**src/rtl/lsu_pkg.sv**
```systemverilog
// lsu shared types: funct3 encodings, FSM states, latched request bundle.
// Imported by every lsu file.
package lsu_pkg;

  localparam logic [2:0] F3_B  = 3'b000;
  localparam logic [2:0] F3_H  = 3'b001;
  localparam logic [2:0] F3_W  = 3'b010;
  localparam logic [2:0] F3_BU = 3'b100;
  localparam logic [2:0] F3_HU = 3'b101;

  typedef enum logic [1:0] {
    IDLE,
    BUS,
    RESP
  } state_t;

  typedef struct packed {
    logic        store;
    logic [2:0]  funct3;
    logic [31:0] addr;
    logic [31:0] wdata;
    logic [4:0]  rd;
  } lsu_req_t;

endpackage

```
**src/rtl/lsu_if.sv**
```systemverilog
// lsu request, memory bus and response signals.
// slave = the lsu; master = core plus memory around it.
interface lsu_if;

  logic        req_valid;
  logic        req_ready;
  logic        req_store;
  logic [2:0]  req_funct3;
  logic [31:0] req_addr;
  logic [31:0] req_wdata;
  logic [4:0]  req_rd;

  logic        mem_valid;
  logic        mem_ready;
  logic [31:0] mem_addr;
  logic [3:0]  mem_wstrb;
  logic [31:0] mem_wdata;
  logic [31:0] mem_rdata;

  logic        resp_valid;
  logic        resp_ready;
  logic [31:0] resp_data;
  logic [4:0]  resp_rd;
  logic        resp_fault;

  modport slave (
    input  req_valid, req_store, req_funct3,
    input  req_addr, req_wdata, req_rd,
    output req_ready,
    output mem_valid, mem_addr, mem_wstrb, mem_wdata,
    input  mem_ready, mem_rdata,
    output resp_valid, resp_data, resp_rd, resp_fault,
    input  resp_ready
  );

  modport master (
    output req_valid, req_store, req_funct3,
    output req_addr, req_wdata, req_rd,
    input  req_ready,
    input  mem_valid, mem_addr, mem_wstrb, mem_wdata,
    output mem_ready, mem_rdata,
    input  resp_valid, resp_data, resp_rd, resp_fault,
    output resp_ready
  );

endinterface

```
**src/rtl/lsu_align.sv**
```systemverilog
// Byte-lane steering, load extension and access fault decode.
// Purely combinational.
module lsu_align
  import lsu_pkg::*;
(
  input  logic        store,
  input  logic [2:0]  funct3,
  input  logic [1:0]  off,
  input  logic [31:0] wdata,
  input  logic [31:0] rdata,
  output logic        fault,
  output logic [3:0]  wstrb,
  output logic [31:0] lane_wdata,
  output logic [31:0] load_data
);

  logic        is_b;
  logic        is_h;
  logic        is_w;
  logic        bad_f3;
  logic        mis;
  logic [31:0] sh;

  assign is_b = funct3[1:0] == 2'b00;
  assign is_h = funct3[1:0] == 2'b01;
  assign is_w = funct3[1:0] == 2'b10;

  assign bad_f3 = store
    ? (funct3[2] | (funct3[1:0] == 2'b11))
    : ((funct3 == 3'b011) | (funct3[2] & funct3[1]));
  assign mis   = (is_h & off[0]) | (is_w & (off != 2'b00));
  assign fault = bad_f3 | mis;

  assign sh = rdata >> {off, 3'b000};

  always_comb begin
    wstrb      = 4'b0000;
    lane_wdata = 32'h0;
    if (store) begin
      unique case (1'b1)
        is_b: begin
          wstrb      = 4'b0001 << off;
          lane_wdata = {4{wdata[7:0]}};
        end
        is_h: begin
          wstrb      = 4'b0011 << off;
          lane_wdata = {2{wdata[15:0]}};
        end
        default: begin
          wstrb      = 4'b1111;
          lane_wdata = wdata;
        end
      endcase
    end
  end

  always_comb begin
    load_data = sh;
    unique case (1'b1)
      funct3 == F3_B:  load_data = {{24{sh[7]}}, sh[7:0]};
      funct3 == F3_BU: load_data = {24'h0, sh[7:0]};
      funct3 == F3_H:  load_data = {{16{sh[15]}}, sh[15:0]};
      funct3 == F3_HU: load_data = {16'h0, sh[15:0]};
      default:         load_data = sh;
    endcase
  end

endmodule

```
**src/rtl/lsu.sv**
```systemverilog
// RV32I load/store unit: one outstanding access, IDLE/BUS/RESP FSM.
// Outputs come only from the latched request, state and resp registers.
module lsu
  import lsu_pkg::*;
(
  input logic  clk,
  input logic  reset,
  lsu_if.slave bus
);

  state_t      state;
  state_t      nxt;
  lsu_req_t    r;
  logic        idle;
  logic        in_bus;
  logic        acc;
  logic        fault;
  logic        a_store;
  logic [2:0]  a_f3;
  logic [1:0]  a_off;
  logic [3:0]  strb;
  logic [31:0] lane_wd;
  logic [31:0] ld;
  logic [31:0] data_q;
  logic [4:0]  rd_q;
  logic        flt_q;

  assign idle   = state == IDLE;
  assign in_bus = state == BUS;
  assign acc    = idle && bus.req_valid;

  // Fault is judged on the live request; lanes and extraction on the latched one.
  assign a_store = idle ? bus.req_store      : r.store;
  assign a_f3    = idle ? bus.req_funct3     : r.funct3;
  assign a_off   = idle ? bus.req_addr[1:0]  : r.addr[1:0];

  lsu_align u_align (
    .store      (a_store),
    .funct3     (a_f3),
    .off        (a_off),
    .wdata      (r.wdata),
    .rdata      (bus.mem_rdata),
    .fault      (fault),
    .wstrb      (strb),
    .lane_wdata (lane_wd),
    .load_data  (ld)
  );

  assign bus.req_ready  = idle;
  assign bus.mem_valid  = in_bus;
  assign bus.mem_addr   = {r.addr[31:2], 2'b00};
  assign bus.mem_wstrb  = in_bus ? strb : 4'b0000;
  assign bus.mem_wdata  = in_bus ? lane_wd : 32'h0;
  assign bus.resp_valid = state == RESP;
  assign bus.resp_data  = data_q;
  assign bus.resp_rd    = rd_q;
  assign bus.resp_fault = flt_q;

  always_comb begin
    nxt = state;
    unique case (state)
      IDLE: if (acc) nxt = fault ? RESP : BUS;
      BUS:  if (bus.mem_ready) nxt = RESP;
      RESP: if (bus.resp_ready) nxt = IDLE;
      default: nxt = IDLE;
    endcase
  end

  always_ff @(posedge clk or posedge reset) begin
    if (reset) state <= IDLE;
    else       state <= nxt;
  end

  always_ff @(posedge clk or posedge reset) begin
    if (reset) begin
      r      <= '0;
      data_q <= 32'h0;
      rd_q   <= 5'd0;
      flt_q  <= 1'b0;
    end else if (acc) begin
      r <= '{
        store:  bus.req_store,
        funct3: bus.req_funct3,
        addr:   bus.req_addr,
        wdata:  bus.req_wdata,
        rd:     bus.req_rd
      };
      data_q <= 32'h0;
      rd_q   <= 5'd0;
      flt_q  <= fault;
    end else if (in_bus && bus.mem_ready) begin
      data_q <= r.store ? 32'h0 : ld;
      rd_q   <= r.store ? 5'd0 : r.rd;
    end
  end

endmodule

```
**src/flat_wrapper.sv**
```systemverilog
// flat-port wrapper written by rule: the top's interface ports become plain ports
module lsu_flat import lsu_pkg::*;
  (clk, reset, bus_req_valid, bus_req_store, bus_req_funct3, bus_req_addr, bus_req_wdata, bus_req_rd, bus_req_ready, bus_mem_valid, bus_mem_addr, bus_mem_wstrb, bus_mem_wdata, bus_mem_ready, bus_mem_rdata, bus_resp_valid, bus_resp_data, bus_resp_rd, bus_resp_fault, bus_resp_ready);
  lsu_if bus_i ();
  input logic clk;
  input logic reset;
  input wire logic [$bits(bus_i.req_valid)-1:0] bus_req_valid;
  input wire logic [$bits(bus_i.req_store)-1:0] bus_req_store;
  input wire logic [$bits(bus_i.req_funct3)-1:0] bus_req_funct3;
  input wire logic [$bits(bus_i.req_addr)-1:0] bus_req_addr;
  input wire logic [$bits(bus_i.req_wdata)-1:0] bus_req_wdata;
  input wire logic [$bits(bus_i.req_rd)-1:0] bus_req_rd;
  output wire logic [$bits(bus_i.req_ready)-1:0] bus_req_ready;
  output wire logic [$bits(bus_i.mem_valid)-1:0] bus_mem_valid;
  output wire logic [$bits(bus_i.mem_addr)-1:0] bus_mem_addr;
  output wire logic [$bits(bus_i.mem_wstrb)-1:0] bus_mem_wstrb;
  output wire logic [$bits(bus_i.mem_wdata)-1:0] bus_mem_wdata;
  input wire logic [$bits(bus_i.mem_ready)-1:0] bus_mem_ready;
  input wire logic [$bits(bus_i.mem_rdata)-1:0] bus_mem_rdata;
  output wire logic [$bits(bus_i.resp_valid)-1:0] bus_resp_valid;
  output wire logic [$bits(bus_i.resp_data)-1:0] bus_resp_data;
  output wire logic [$bits(bus_i.resp_rd)-1:0] bus_resp_rd;
  output wire logic [$bits(bus_i.resp_fault)-1:0] bus_resp_fault;
  input wire logic [$bits(bus_i.resp_ready)-1:0] bus_resp_ready;
  assign bus_i.req_valid = bus_req_valid;
  assign bus_i.req_store = bus_req_store;
  assign bus_i.req_funct3 = bus_req_funct3;
  assign bus_i.req_addr = bus_req_addr;
  assign bus_i.req_wdata = bus_req_wdata;
  assign bus_i.req_rd = bus_req_rd;
  assign bus_req_ready = bus_i.req_ready;
  assign bus_mem_valid = bus_i.mem_valid;
  assign bus_mem_addr = bus_i.mem_addr;
  assign bus_mem_wstrb = bus_i.mem_wstrb;
  assign bus_mem_wdata = bus_i.mem_wdata;
  assign bus_i.mem_ready = bus_mem_ready;
  assign bus_i.mem_rdata = bus_mem_rdata;
  assign bus_resp_valid = bus_i.resp_valid;
  assign bus_resp_data = bus_i.resp_data;
  assign bus_resp_rd = bus_i.resp_rd;
  assign bus_resp_fault = bus_i.resp_fault;
  assign bus_i.resp_ready = bus_resp_ready;
  lsu u_core (.clk(clk), .reset(reset), .bus(bus_i));
endmodule
```
**config.mk**
```make
export PLATFORM = sky130hd
export DESIGN_NAME = lsu_flat
export DESIGN_NICKNAME = d
export VERILOG_FILES = /design/src/rtl/lsu_pkg.sv /design/src/rtl/lsu_if.sv /design/src/rtl/lsu_align.sv /design/src/rtl/lsu.sv /design/src/flat_wrapper.sv
export SDC_FILE = /design/constraint.sdc
export NUM_CORES = 1
export LEC_CHECK = 0
export ABC_CLOCK_PERIOD_IN_PS = 3700
export BUFFER_PORTS_ARGS = -buffer_cell sky130_fd_sc_hd__buf_2
export CORE_MARGIN = 4
export CORE_UTILIZATION = 31
export DETAILED_ROUTE_END_ITERATION = 7
export GPL_TIMING_DRIVEN = 0
export PLACE_DENSITY = 0.67
export SYNTH_ARGS = -nofsm -noshare
export SYNTH_HDL_FRONTEND = slang
export SYNTH_HIERARCHICAL = 1
export SYNTH_SLANG_ARGS = --single-unit
export TNS_END_PERCENT = 10
```
**constraint.sdc**
```tcl
create_clock -name clk -period 3.7 [get_ports clk]
set_input_delay 0.74 -clock clk [delete_from_list [all_inputs] [get_ports clk]]
set_output_delay 0.74 -clock clk [all_outputs]
set_load 0.01 [all_outputs]
```
* Yosys cells after proc, flatten, opt, wreduce, memory -nomap -nowiden
Cells that the tools add are included.
** Word-level totals
- Output and inout port bits :: 109
- Word-level logic and storage cells :: 61
- Input bits :: 110
- Bits in registers :: 113
** Cells by class
- Bitwise logic cells :: 7
- Reduce and logical (&&, ||, !) cells :: 8
- Equal/unequal tests :: 12
- Multiplexer cells :: 22
- Shift-type cells :: 3
** Operator list (count)
- 32-bit two-way mux :: 5
- 32-bit one-hot mux with 4 select lines :: 1
- 32-bit one-hot mux with 2 select lines :: 1
- 32-bit by 5-bit >> shifter with 32-bit output :: 1
- 5-bit two-way mux :: 3
- 2-bit two-way mux :: 5
- 4-bit two-way mux :: 2
- 4-bit one-hot mux with 2 select lines :: 1
- 2-bit == test, second input constant :: 3
- 3-bit == test, second input constant :: 2
- 2-bit one-hot mux with 3 select lines :: 1
- 2-bit by 1-bit == test with 1-bit output, second input constant :: 2
- 2-bit logical NOT :: 2
- 2-bit inequality test, second input constant :: 2
- 1-bit OR :: 4
- 2-bit nonzero test :: 2
- 1-bit by 2-bit left shift with 4-bit output, first input constant :: 1
- 2-bit by 2-bit left shift with 4-bit output, first input constant :: 1
- 1-bit AND :: 3
- 3-bit by 1-bit == test with 1-bit output, second input constant :: 1
- 3-bit by 2-bit == test with 1-bit output, second input constant :: 1
- 3-bit logical NOT :: 1
- 3-bit two-way mux :: 1
- 3-bit AND reduction :: 1
- 3 further kinds :: 5

* Logic depth before layout (Yosys ltp)
Gate-level depths: netlist of run 1.
- Depth in word-level cells :: 9
- Mapped depth :: 10
- Mapped depth without buffers :: 7

* Cells and area by module
Netlist of run 1, hierarchy kept.
** By module, submodules not included
- lsu :: times used 1, sequential area each 2827.7 um^2, cells an instance 334, area an instance 5083.6 um^2
- lsu_align :: times used 1, sequential area each 0.0 um^2, cells an instance 224, area an instance 1541.5 um^2

* Worst setup path before layout of run 1
Ideal clock, no wire load.
- Path type :: reg2out
- Start point :: register u_core.state[1]
- End point :: output bus_mem_wdata[15]
- Setup slack :: 956 ps
- Required time :: 2960 ps
- Cell stages (with the launch flop) :: 9
- Buffers on the path :: 2
- Arrival :: 2004 ps
- Cells stage by stage :: dfrtp_1 nor2_4 mux2_2 buf_2 nor2_2 buf_2 nand2_1 a21boi_0 and2_1
** Between the ends
- Word-level cells in the longest chain between the ends :: 6
- Elaborated cells between the ends (all ways) :: 9
- Those cells by class :: 2 x eq/ne; 5 x mux; 2 x reduce/logical
** Ends and longest elaborated chain
- start: declaration :: line lsu.sv:11 : state_t state;
- start signal: assignment :: line lsu.sv:71 : else state <= nxt;
- 2-bit logical NOT * :: line lsu.sv:28 : assign idle = state == IDLE;
- via bus_req_ready :: line flat_wrapper.sv:13 : output wire logic [$bits(bus_i.req_ready)-1:0] bus_req_ready;
- 3-bit two-way mux * :: line lsu.sv:34 : assign a_f3 = idle ? bus.req_funct3 : r.funct3;
- via u_core.a_f3[0] :: line lsu.sv:19 : logic [2:0] a_f3;
- 2-bit by 1-bit == test with 1-bit output or 2-bit logical NOT (tied branches) :: line lsu_align.sv:25, lsu_align.sv:24
- 32-bit one-hot mux with 2 select lines * :: line lsu_align.sv:40 : unique case (1'b1)
- 32-bit two-way mux * :: line lsu_align.sv:39 : if (store) begin
- via u_core.lane_wd[15] :: line lsu.sv:22 : logic [31:0] lane_wd;
- 32-bit two-way mux * :: line lsu.sv:53 : assign bus.mem_wdata = in_bus ? lane_wd : 32'h0;
- end: declaration :: line flat_wrapper.sv:17 : output wire logic [$bits(bus_i.mem_wdata)-1:0] bus_mem_wdata;
The timed path passes the listed nets; every way through them passes the cells marked *.

* Worst setup path after layout of run 1
- Start point :: register u_core.state[0]
- End point :: output bus_mem_wstrb[2]
** Between the ends
- Word-level cells in the longest chain between the ends :: 6
- Elaborated cells between the ends (all ways) :: 12
- Those cells by class :: 2 x eq/ne; 2 x shift; 6 x mux; 2 x reduce/logical
** Ends and longest elaborated chain
- 2-bit logical NOT * :: line lsu.sv:28
- 2-bit two-way mux * :: line lsu.sv:35 : assign a_off = idle ? bus.req_addr[1:0] : r.addr[1:0];
- via u_core.a_off[0] :: line lsu.sv:20 : logic [1:0] a_off;
- 2-bit by 2-bit left shift with 4-bit output or 1-bit by 2-bit left shift with 4-bit output (tied branches) :: line lsu_align.sv:46, lsu_align.sv:42
- 4-bit one-hot mux with 2 select lines * :: line lsu_align.sv:40
- 4-bit two-way mux * :: line lsu_align.sv:39
- via u_core.strb[2] :: line lsu.sv:21 : logic [3:0] strb;
- 4-bit two-way mux * :: line lsu.sv:52 : assign bus.mem_wstrb = in_bus ? strb : 4'b0000;
- end: declaration :: line flat_wrapper.sv:16 : output wire logic [$bits(bus_i.mem_wstrb)-1:0] bus_mem_wstrb;
Marks and branches as above.

==> impl_metrics.toml, run 1 <==
[setup_path]
startpoint_type = "flop"
rrSetupSlack_ns = 1.04
cp.arrival_ns = 2.74
path_class = "flop to primary output"
crit_fanout = 10
cpPeakStageDelay_ns = 0.44
cp.required_ns = 2.96
end_kind = "primary output"
path_cells = "nor2_4 > buf_4 > mux2_2 > buf_6 > nor2b_1 > buf_1 > o31a_1 > and2_1 > buf_2"
critPathSlowestCell = "dfrtp_1"

[global_route]
grt_use_met2 = 0.243
grt_pass1_wl_um = 29400
use_met3 = 0.0459
busiest_layer = "met2"
met1_usage = 0.212
grt_overflow = 0
grt_start_max_net_pins = 39
grt_pass1_vias = 5108
track_usage = 0.159
antenna_found_initial = 3

[clock_network]
clockBufferDepth = 2
cts_buffers = 17
clkTransAtPathRegs_ns = 0.06
cts_sinks = 113
htree_levels = 4
cts_tree = "built"
clk_latency_ns = 0.42
hold_buffers = 0
ctsRootBufferMaster = "clkbuf_16"

[sta]
skew_ns = 0.0115
final-hold-violation-count = 0
fin_crit_ns = 3.48
hold_ws_ns = 0.337
rsz0062_at_grt = "no"
slew_headroom = 0.568
layout_setup_ws_ns = 0.217
fin_tns_setup_ns = 0
finalMaxSlewViolations = 0
fmax_ghz = 0.287
fin_crit_sh = 0.941
tightestPinTransition_ns = 0.648
finalSetupViolCount = 0

[placement]
place_ws_ns = 0.343
port_buffers = 216
gp_congestion = 0.850
dp_hpwl_um = 14600
place_inst = 1053
placed_area_um2 = 8120

[synthesis]
synth_ff_type = "dfrtp_1"
synth_commonest_cells = "dfrtp_1 (113), mux2_4 (62), and2_1 (52), nand2_1 (50), buf_4 (34)"
synth_top_family_by_area = "multiplexers"
yosys.area.top_type_share = 0.427
synth_xor_xnor_area_share = 0
synth_simple_gate_area_frac = 0.118
synth_top_cell_by_area = "dfrtp_1"
synth.area.top_cells = "dfrtp_1 (43%), mux2_4 (14%), and2_1 (4.9%)"
synth_compound_area_frac = 0.132
synth_edf_count = 0
synth.most_common_cell = "dfrtp_1"
yosys_warnings = 6
async_flop_share = 1.00
yosys.cell_types.count = 45
muxShareOfSynthArea = 0.235
synth_area_um2 = 6630
synth.avg_cell_area_um2 = 11.9
yosysSeqAreaShare = 0.427
synth_seq_cells = 113
syn_inst = 558
synth_fa_ha_area_frac = 0

[floorplan]
fp.dieH_um = 154
dieArea_um2 = 23800
coreArea_um2 = 21000
start_util = 0.315
pin_count = 219
die_w_um = 154
rows = 53

[final_layout]
design_area_um2 = 8760
synthToLayoutAreaGrowth_pct = 32.3
nNetsFinal = 912
stdcell_count = 1092
fillers = 2039
fin_util = 0.417
multiInputGateArea_um2 = 3220
drive_above_1_share = 0.562
regArea_um2 = 2830

[pwr]
p_switching_mw = 2.72
p_clk_frac = 0.221
vdd_drop_max_uv = 381
p_comb_frac = 0.499
seqPwrFrac = 0.280
p_leak_nw = 4.45
total_power_mw = 7.46
p_int_mw = 4.73
pwr_density_cell_nw_per_um2 = 851
p_sw_frac = 0.365

[routing]
routedWlPerCell_um = 17.5
ant_nets = 0
drc = 0
drt_iter0_markers = 184
via_count = 5046
viasPerCell = 4.62
drt_first_pass_iters = 4
routed_wl_um = 19200

[flow_run]
drv_cap = 0

[run_status]
outcome = "complete, no violations"

[min_path]
holdCritPathClass = "input pin to asynchronous set/reset pin"
## logic make-up (layout without fill, tap and decap cells)
group                  count (synthesis)  after routing
DFF                                  113            113
and+or+nand+nor                      141            141
AOI/OAI and AO/OA                    104            104
buffers and inverters                 78            334
muxes                                121            121
other                                  1              4
## cell usage in the layout, fill, tap and decap left out, types with 4 or more instances in the layout
master	count
a22o_1	10
a21oi_1	17
clkbuf_1	10
buf_6	8
or2_0	7
clkinvlp_4	8
mux2i_1	31
and2_1	52
nor2_1	8
o21a_1	4
a21boi_0	7
clkbuf_16	17
buf_4	39
mux2_4	62
buf_12	4
o211ai_2	10
o211ai_1	6
nand2_1	50
dfrtp_1	113
buf_8	6
a22o_2	27
buf_2	229
nor2b_1	11
o21ai_0	15
mux2_2	28
## power groups by stage
stage / combinational, mW / sequential, mW / clock, mW
5_1_grt: 4.03 / 2.16 / 1.75
3_5_place_dp: 3.68 / 2.11 / 0
6_report: 3.72 / 2.09 / 1.65
4_1_cts: 3.71 / 2.09 / 1.69
2_1_floorplan: 2.72 / 2.04 / 0
3_3_place_gp: 3.64 / 2.09 / 0
## final timing paths
check                                                        to                         from  cells after the start
min in group clk              u_core/bus.resp_rd[4]$_DFFE_PP0P_      u_core/r[4]$_DFFE_PP0P_                      1
setup / recovery                               bus_mem_wstrb[2]  u_core/state[0]$_DFFE_PP0P_                      9
max in group asynchronous               u_core/r[6]$_DFFE_PP0P_                        reset                      4
setup reg to reg                    u_core/state[1]$_DFFE_PP0P_  u_core/state[0]$_DFFE_PP0P_                     10
hold / removal             u_core/bus.resp_data[27]$_DFFE_PP0P_                        reset                      2
hold reg to reg               u_core/bus.resp_rd[4]$_DFFE_PP0P_      u_core/r[4]$_DFFE_PP0P_                      1
## cell type report
cell class	instances	share of cell area
multi-input cells	368	0.368
flip-flops and latches	113	0.323
repair buffers	224	0.135
plain buffers	75	0.0658
clock buffers	20	0.0521
well taps	275	0.0393
clock inverters	12	0.0154
inverters	3	0.00171
diodes	2	0.000571
## metal layers
metal | vias to the layer above | part of all wire
li1 | 2417 | -
met1 | 2428 | 0.46
met2 | 165 | 0.45
met3 | 34 | 0.065
met4 | 2 | 0.026
met5 | - | 0.00042
## state kept, by name (all words and copies together), names as in the netlist
name,cells
u_core/state,2
u_core/bus.mem_addr,30
u_core/bus.resp_fault,1
u_core/r,43
u_core/bus.resp_data,32
u_core/bus.resp_rd,5
## critical path: cells and delay by family (launching register included)
kind	cells	cell delay (ns)
muxes	1	0.41
buffers and inverters	4	0.86
and+or+nand+nor	3	0.43
DFF	1	0.44
AOI/OAI and AO/OA	1	0.19
## repair_timing
action                     in CTS  in global routing
setup endpoints to repair       3                  7
gates resized for setup         1                  2
pin swaps                       0                  2
setup buffers                   0                  5
No activity file was read; power rests on OpenSTA's default activity.
==> run 2, diff against run 1 <==
- CORE_UTILIZATION: 31 -> 46
- PLACE_DENSITY: 0.67 -> 0.89
==> impl_metrics.toml, run 2 (same netlist as run 1, synthesis figures left out) <==
[setup_path]
startpoint_type = "flop"
path_buf_inv = 3
critPathSlowestCell = "dfrtp_1"
cpPeakStageDelay_ns = 0.46
timing.critical_path.from = "u_core/state[1]$_DFFE_PP0P_"
r2r_start = "u_core/state[1]$_DFFE_PP0P_"
crit_fanout = 10
cp.required_ns = 2.96
path_cells = "nor2_4 > mux2_2 > buf_2 > nor2_4 > clkbuf_4 > nand2_1 > a21boi_0 > and2_1 > buf_2"
cp.arrival_ns = 2.72
rrSetupSlack_ns = 1.11
path_class = "flop to primary output"
cpLargestDelayFamily = "simple AND/OR/NAND/NOR gates"
end_kind = "primary output"

[pwr]
p_sw_frac = 0.351
pwr_density_cell_nw_per_um2 = 861
seqPwrFrac = 0.283
p_comb_frac = 0.484
p_int_mw = 4.83
p_leak_nw = 4.46
total_power_mw = 7.44
vdd_drop_max_uv = 483
p_clk_frac = 0.234
p_switching_mw = 2.61

[sta]
fin_crit_ns = 3.46
final-hold-violation-count = 0
rsz0062_at_grt = "no"
finalSetupViolCount = 0
fmax_ghz = 0.289
finalMaxSlewViolations = 0
tightestPinTransition_ns = 0.647
slew_headroom = 0.569
skew_ns = 0.00587
fin_crit_sh = 0.936
fin_tns_setup_ns = 0

[final_layout]
nNetsFinal = 907
stdcell_count = 990
synthToLayoutAreaGrowth_pct = 30.5
regMostFlops = "u_core/r"
design_area_um2 = 8640
most-common-layout-cells = "buf_2 (230), dfrtp_1 (113), mux2_4 (62)"
largest_reg_flops = 43
fillers = 1153
drive_above_1_share = 0.560
fin_util = 0.618
final_common_cell = "buf_2"

[routing]
viasPerCell = 5.04
drt_first_pass_iters = 5
via_count = 4992
routed_wl_um = 17200
drc = 0
drt_iter0_markers = 257
ant_nets = 0
routedWlPerCell_um = 17.3

[floorplan]
die_w_um = 128
coreArea_um2 = 14000
rows = 43
pin_count = 219
dieArea_um2 = 16400
fp.dieH_um = 128
start_util = 0.474

[placement]
port_buffers = 216
gp_congestion = 0.886
placed_area_um2 = 8000
place_inst = 958
dp_hpwl_um = 13100

[clock_network]
clkTransAtPathRegs_ns = 0.05
clk_latency_ns = 0.41
cts_sinks = 113
clockBufferDepth = 2
cts_tree = "built"
cts_buffers = 17
htree_levels = 4
hold_buffers = 0
ctsRootBufferMaster = "clkbuf_16"
post-cts-setup-buffers = 0

[global_route]
grt_start_max_net_pins = 41
track_usage = 0.212
grt_overflow = 0
antenna_found_initial = 1
grt_pass1_vias = 5157
grt_pass1_wl_um = 27000

[flow_run]
drv_cap = 0

[min_path]
holdCritPathClass = "input pin to asynchronous set/reset pin"

[run_status]
outcome = "complete, no violations"
## run 2: cell types whose count changed in the layout (fill, tap and decap cells not counted), sizes merged
| cell | change |
|---|---|
| clkinv | +1 |
| clkbuf | -2 |
| bufinv | +2 |
| clkinvlp | -4 |
| diode | -1 |
| inv | +1 |
| buf | -4 |
## run 2: path summary, 6_finish.rpt
| check | endpoint | depth (start not counted) |
|---|---|---|
| worst min register to register | u_core/bus.resp_rd[4]$_DFFE_PP0P_ | 1 |
| min in group clk | u_core/bus.resp_rd[4]$_DFFE_PP0P_ | 1 |
| worst max register to register | u_core/bus.resp_data[31]$_DFFE_PP0P_ | 7 |
| worst min-delay path | u_core/bus.mem_addr[15]$_DFFE_PP0P_ | 2 |
| max in group asynchronous | u_core/bus.resp_data[15]$_DFFE_PP0P_ | 4 |
| worst max-delay path | bus_mem_wdata[15] | 9 |
## run 2: per-layer routing
layer / wire length (um) / vias up / track usage
li1: - / 2401 / -
met1: 7410 / 2378 / 0.272
met2: 8240 / 181 / 0.342
met3: 1100 / 32 / 0.0613
met4: 402 / 0 / 0.0780
met5: 0 / - / 0
## run 2: through the flow
| stage | hold slack, ns | setup slack [ns] |
|---|---|---|
| 3_3_place_gp | 0.476 | 0.473 |
| 4_1_cts | 0.240 | 0.0328 |
| 5_1_grt | 0.245 | 0.000678 |
| 3_5_place_dp | 0.483 | 0.471 |
| 6_report | 0.258 | 0.238 |
| 2_1_floorplan | 0.467 | 0.956 |
## run 2: power by group through the flow
stage | combinational, mW | sequential (mW) | clock [mW]
after floorplan | 2.72 | 2.04 | 0
after global placement | 3.53 | 2.08 | 0
after detailed placement | 3.59 | 2.11 | 0
after CTS | 3.61 | 2.10 | 1.77
after global routing | 3.91 | 2.17 | 1.83
final | 3.60 | 2.10 | 1.74
## run 2: area by class of cell
type	instances	area [um2]	share of cell area
clock inverters	12	183	0.0211
clock buffers	19	453	0.0524
repair buffers	219	1140	0.132
flip-flops and latches	113	2830	0.327
diodes	1	2.50	0.000289
well taps	180	225	0.0261
multi-input cells	368	3220	0.373
plain buffers	75	574	0.0664
inverters	3	15.0	0.00174
## run 2: what timing repair did
action	in CTS	in global routing
setup endpoints to repair	0	3
endpoints found under the hold margin	0	0
resized for setup	0	2
==> run 3, diff against run 2 <==
--- a/config.mk
+++ b/config.mk
@@ -12,5 +12,7 @@
 export DETAILED_ROUTE_END_ITERATION = 7
 export GPL_TIMING_DRIVEN = 0
+export MAX_ROUTING_LAYER = met4
 export PLACE_DENSITY = 0.89
+export SLEW_MARGIN = 10
 export SYNTH_ARGS = -nofsm -noshare
 export SYNTH_HDL_FRONTEND = slang
==> constraint.sdc (replaced) <==
create_clock -name clk -period 3.7 [get_ports clk]
set_input_delay 0.185 -clock clk [delete_from_list [all_inputs] [get_ports clk]]
set_output_delay 0.185 -clock clk [all_outputs]
set_load 0.01 [all_outputs]
==> impl_metrics.toml, run 3 (same netlist as run 1, synthesis figures left out) <==
[run_status]
outcome = "complete, no violations"

[clock_network]
clkTransAtPathRegs_ns = 0.05
cts_sinks = 113
clockBufferDepth = 2
ctsRootBufferMaster = "clkbuf_16"
cts_buffers = 17
clk_latency_ns = 0.41
cts_resized = 0
htree_levels = 4
cts_tree = "built"

[routing]
drt_iter0_markers = 297
routed_wl_um = 19500
viasPerCell = 5.08
ant_nets = 0
via_count = 5320
routedWlPerCell_um = 18.6
drt_first_pass_iters = 4
drc = 0

[final_layout]
synthToLayoutAreaGrowth_pct = 38.6
largest_reg_flops = 43
most-common-layout-cells = "buf_2 (231), dfrtp_1 (113), mux2_4 (62)"
regMostFlops = "u_core/r"
fin_util = 0.656
drive_above_1_share = 0.520
fillers = 1076
final_common_cell = "buf_2"
nNetsFinal = 964

[setup_path]
cp.required_ns = 3.51
startpoint_type = "flop"
crit_fanout = 10
end_kind = "primary output"
path_class = "flop to primary output"
r2r_cells = 10
cp.arrival_ns = 2.95

[global_route]
grt_pass1_wl_um = 30400
grt_pass1_vias = 5640
grt_start_max_net_pins = 64
grt_overflow = 0
track_usage = 0.245
antenna_found_initial = 1

[placement]
port_buffers = 216
dp_hpwl_um = 13400
gp_congestion = 0.958
place_ws_ns = 1.07

[sta]
fin_crit_sh = 0.847
fmax_ghz = 0.319
layout_setup_ws_ns = 0.565
finalMaxSlewViolations = 0
fin_crit_ns = 3.13
skew_ns = 0.00745
hold_ws_ns = 0.0211
tightestPinTransition_ns = 0.641
fin_tns_setup_ns = 0
rsz0062_at_grt = "no"
slew_headroom = 0.573
final-hold-violation-count = 0
finalSetupViolCount = 0

[floorplan]
start_util = 0.474
die_w_um = 128
pin_count = 219
fp.dieH_um = 128
coreArea_um2 = 14000
rows = 43
dieArea_um2 = 16400

[pwr]
p_leak_nw = 4.68
vdd_drop_max_uv = 519
total_power_mw = 7.54
pwr_density_cell_nw_per_um2 = 821

[min_path]
hold_depth = 2
holdCritPathClass = "input pin to flop"

[flow_run]
drv_cap = 0
## run 3: repair_timing
item,4_1_cts,5_1_grt
buffers inserted,0,0
hold endpoints to repair,108,0
hold buffers,59,0
## run 3: routing by layer
metal / GRT usage / vias to the layer above / share of wire
met2: 0.399 / 186 / 0.50
li1: - / 2517 / -
met1: 0.295 / 2586 / 0.41
met4: 0.0886 / 0 / 0.021
met3: 0.0638 / 31 / 0.068
met5: - / - / 0
## run 3: worst paths after layout
check                                                startpoint                                   end  slack [ns]
min in group asynchronous                                 reset           u_core/state[1]$_DFFE_PP0P_        0.37
min reg2reg                u_core/bus.resp_data[31]$_DFFE_PP0P_  u_core/bus.resp_data[31]$_DFFE_PP0P_        0.50
max in group asynchronous                                 reset              u_core/r[20]$_DFFE_PP0P_        2.65
min                                             bus_req_addr[8]    u_core/bus.mem_addr[8]$_DFFE_PP0P_        0.02
max reg2reg                         u_core/state[1]$_DFFE_PP0P_           u_core/state[1]$_DFFE_PP0P_        1.04
max                                 u_core/state[1]$_DFFE_PP0P_                     bus_mem_wdata[14]        0.57
## run 3: area by class of cell
class,instances,area [um2],share of cell area
Clock buffer,18,429,0.0467
Timing Repair Buffer,276,1700,0.185
Multi-Input combinational cell,368,3220,0.351
Buffer,75,572,0.0623
Tap cell,180,225,0.0245
Inverter,3,16.3,0.00177
Antenna cell,1,2.50,0.000273
Sequential cell,113,2830,0.308
Clock inverter,14,190,0.0207
## run 3: worst max-delay path, cell delays in order (launching register included)
cell and delay, ns:
dfrtp_1 0.46, nor2_4 0.26, mux2_2 0.36, buf_2 0.19
nor2_2 0.38, buf_2 0.33, nand2_1 0.09, a21boi_0 0.18
and2_1 0.15, buf_2 0.12
## run 3: through the flow
step | cell area [um2] | instances
finish | 9180 | 1048
global route | 9180 | 1048
CTS | 9180 | 1047
detailed placement | 7970 | 956
global placement | 7940 | 955
floorplan | 6630 | 559
## run 3: power by group
group / total (mW) / internal [mW] / switching, mW
clock network: 1.71 / 1.12 / 0.591
registers: 2.12 / 1.74 / 0.380
logic: 3.71 / 1.97 / 1.74
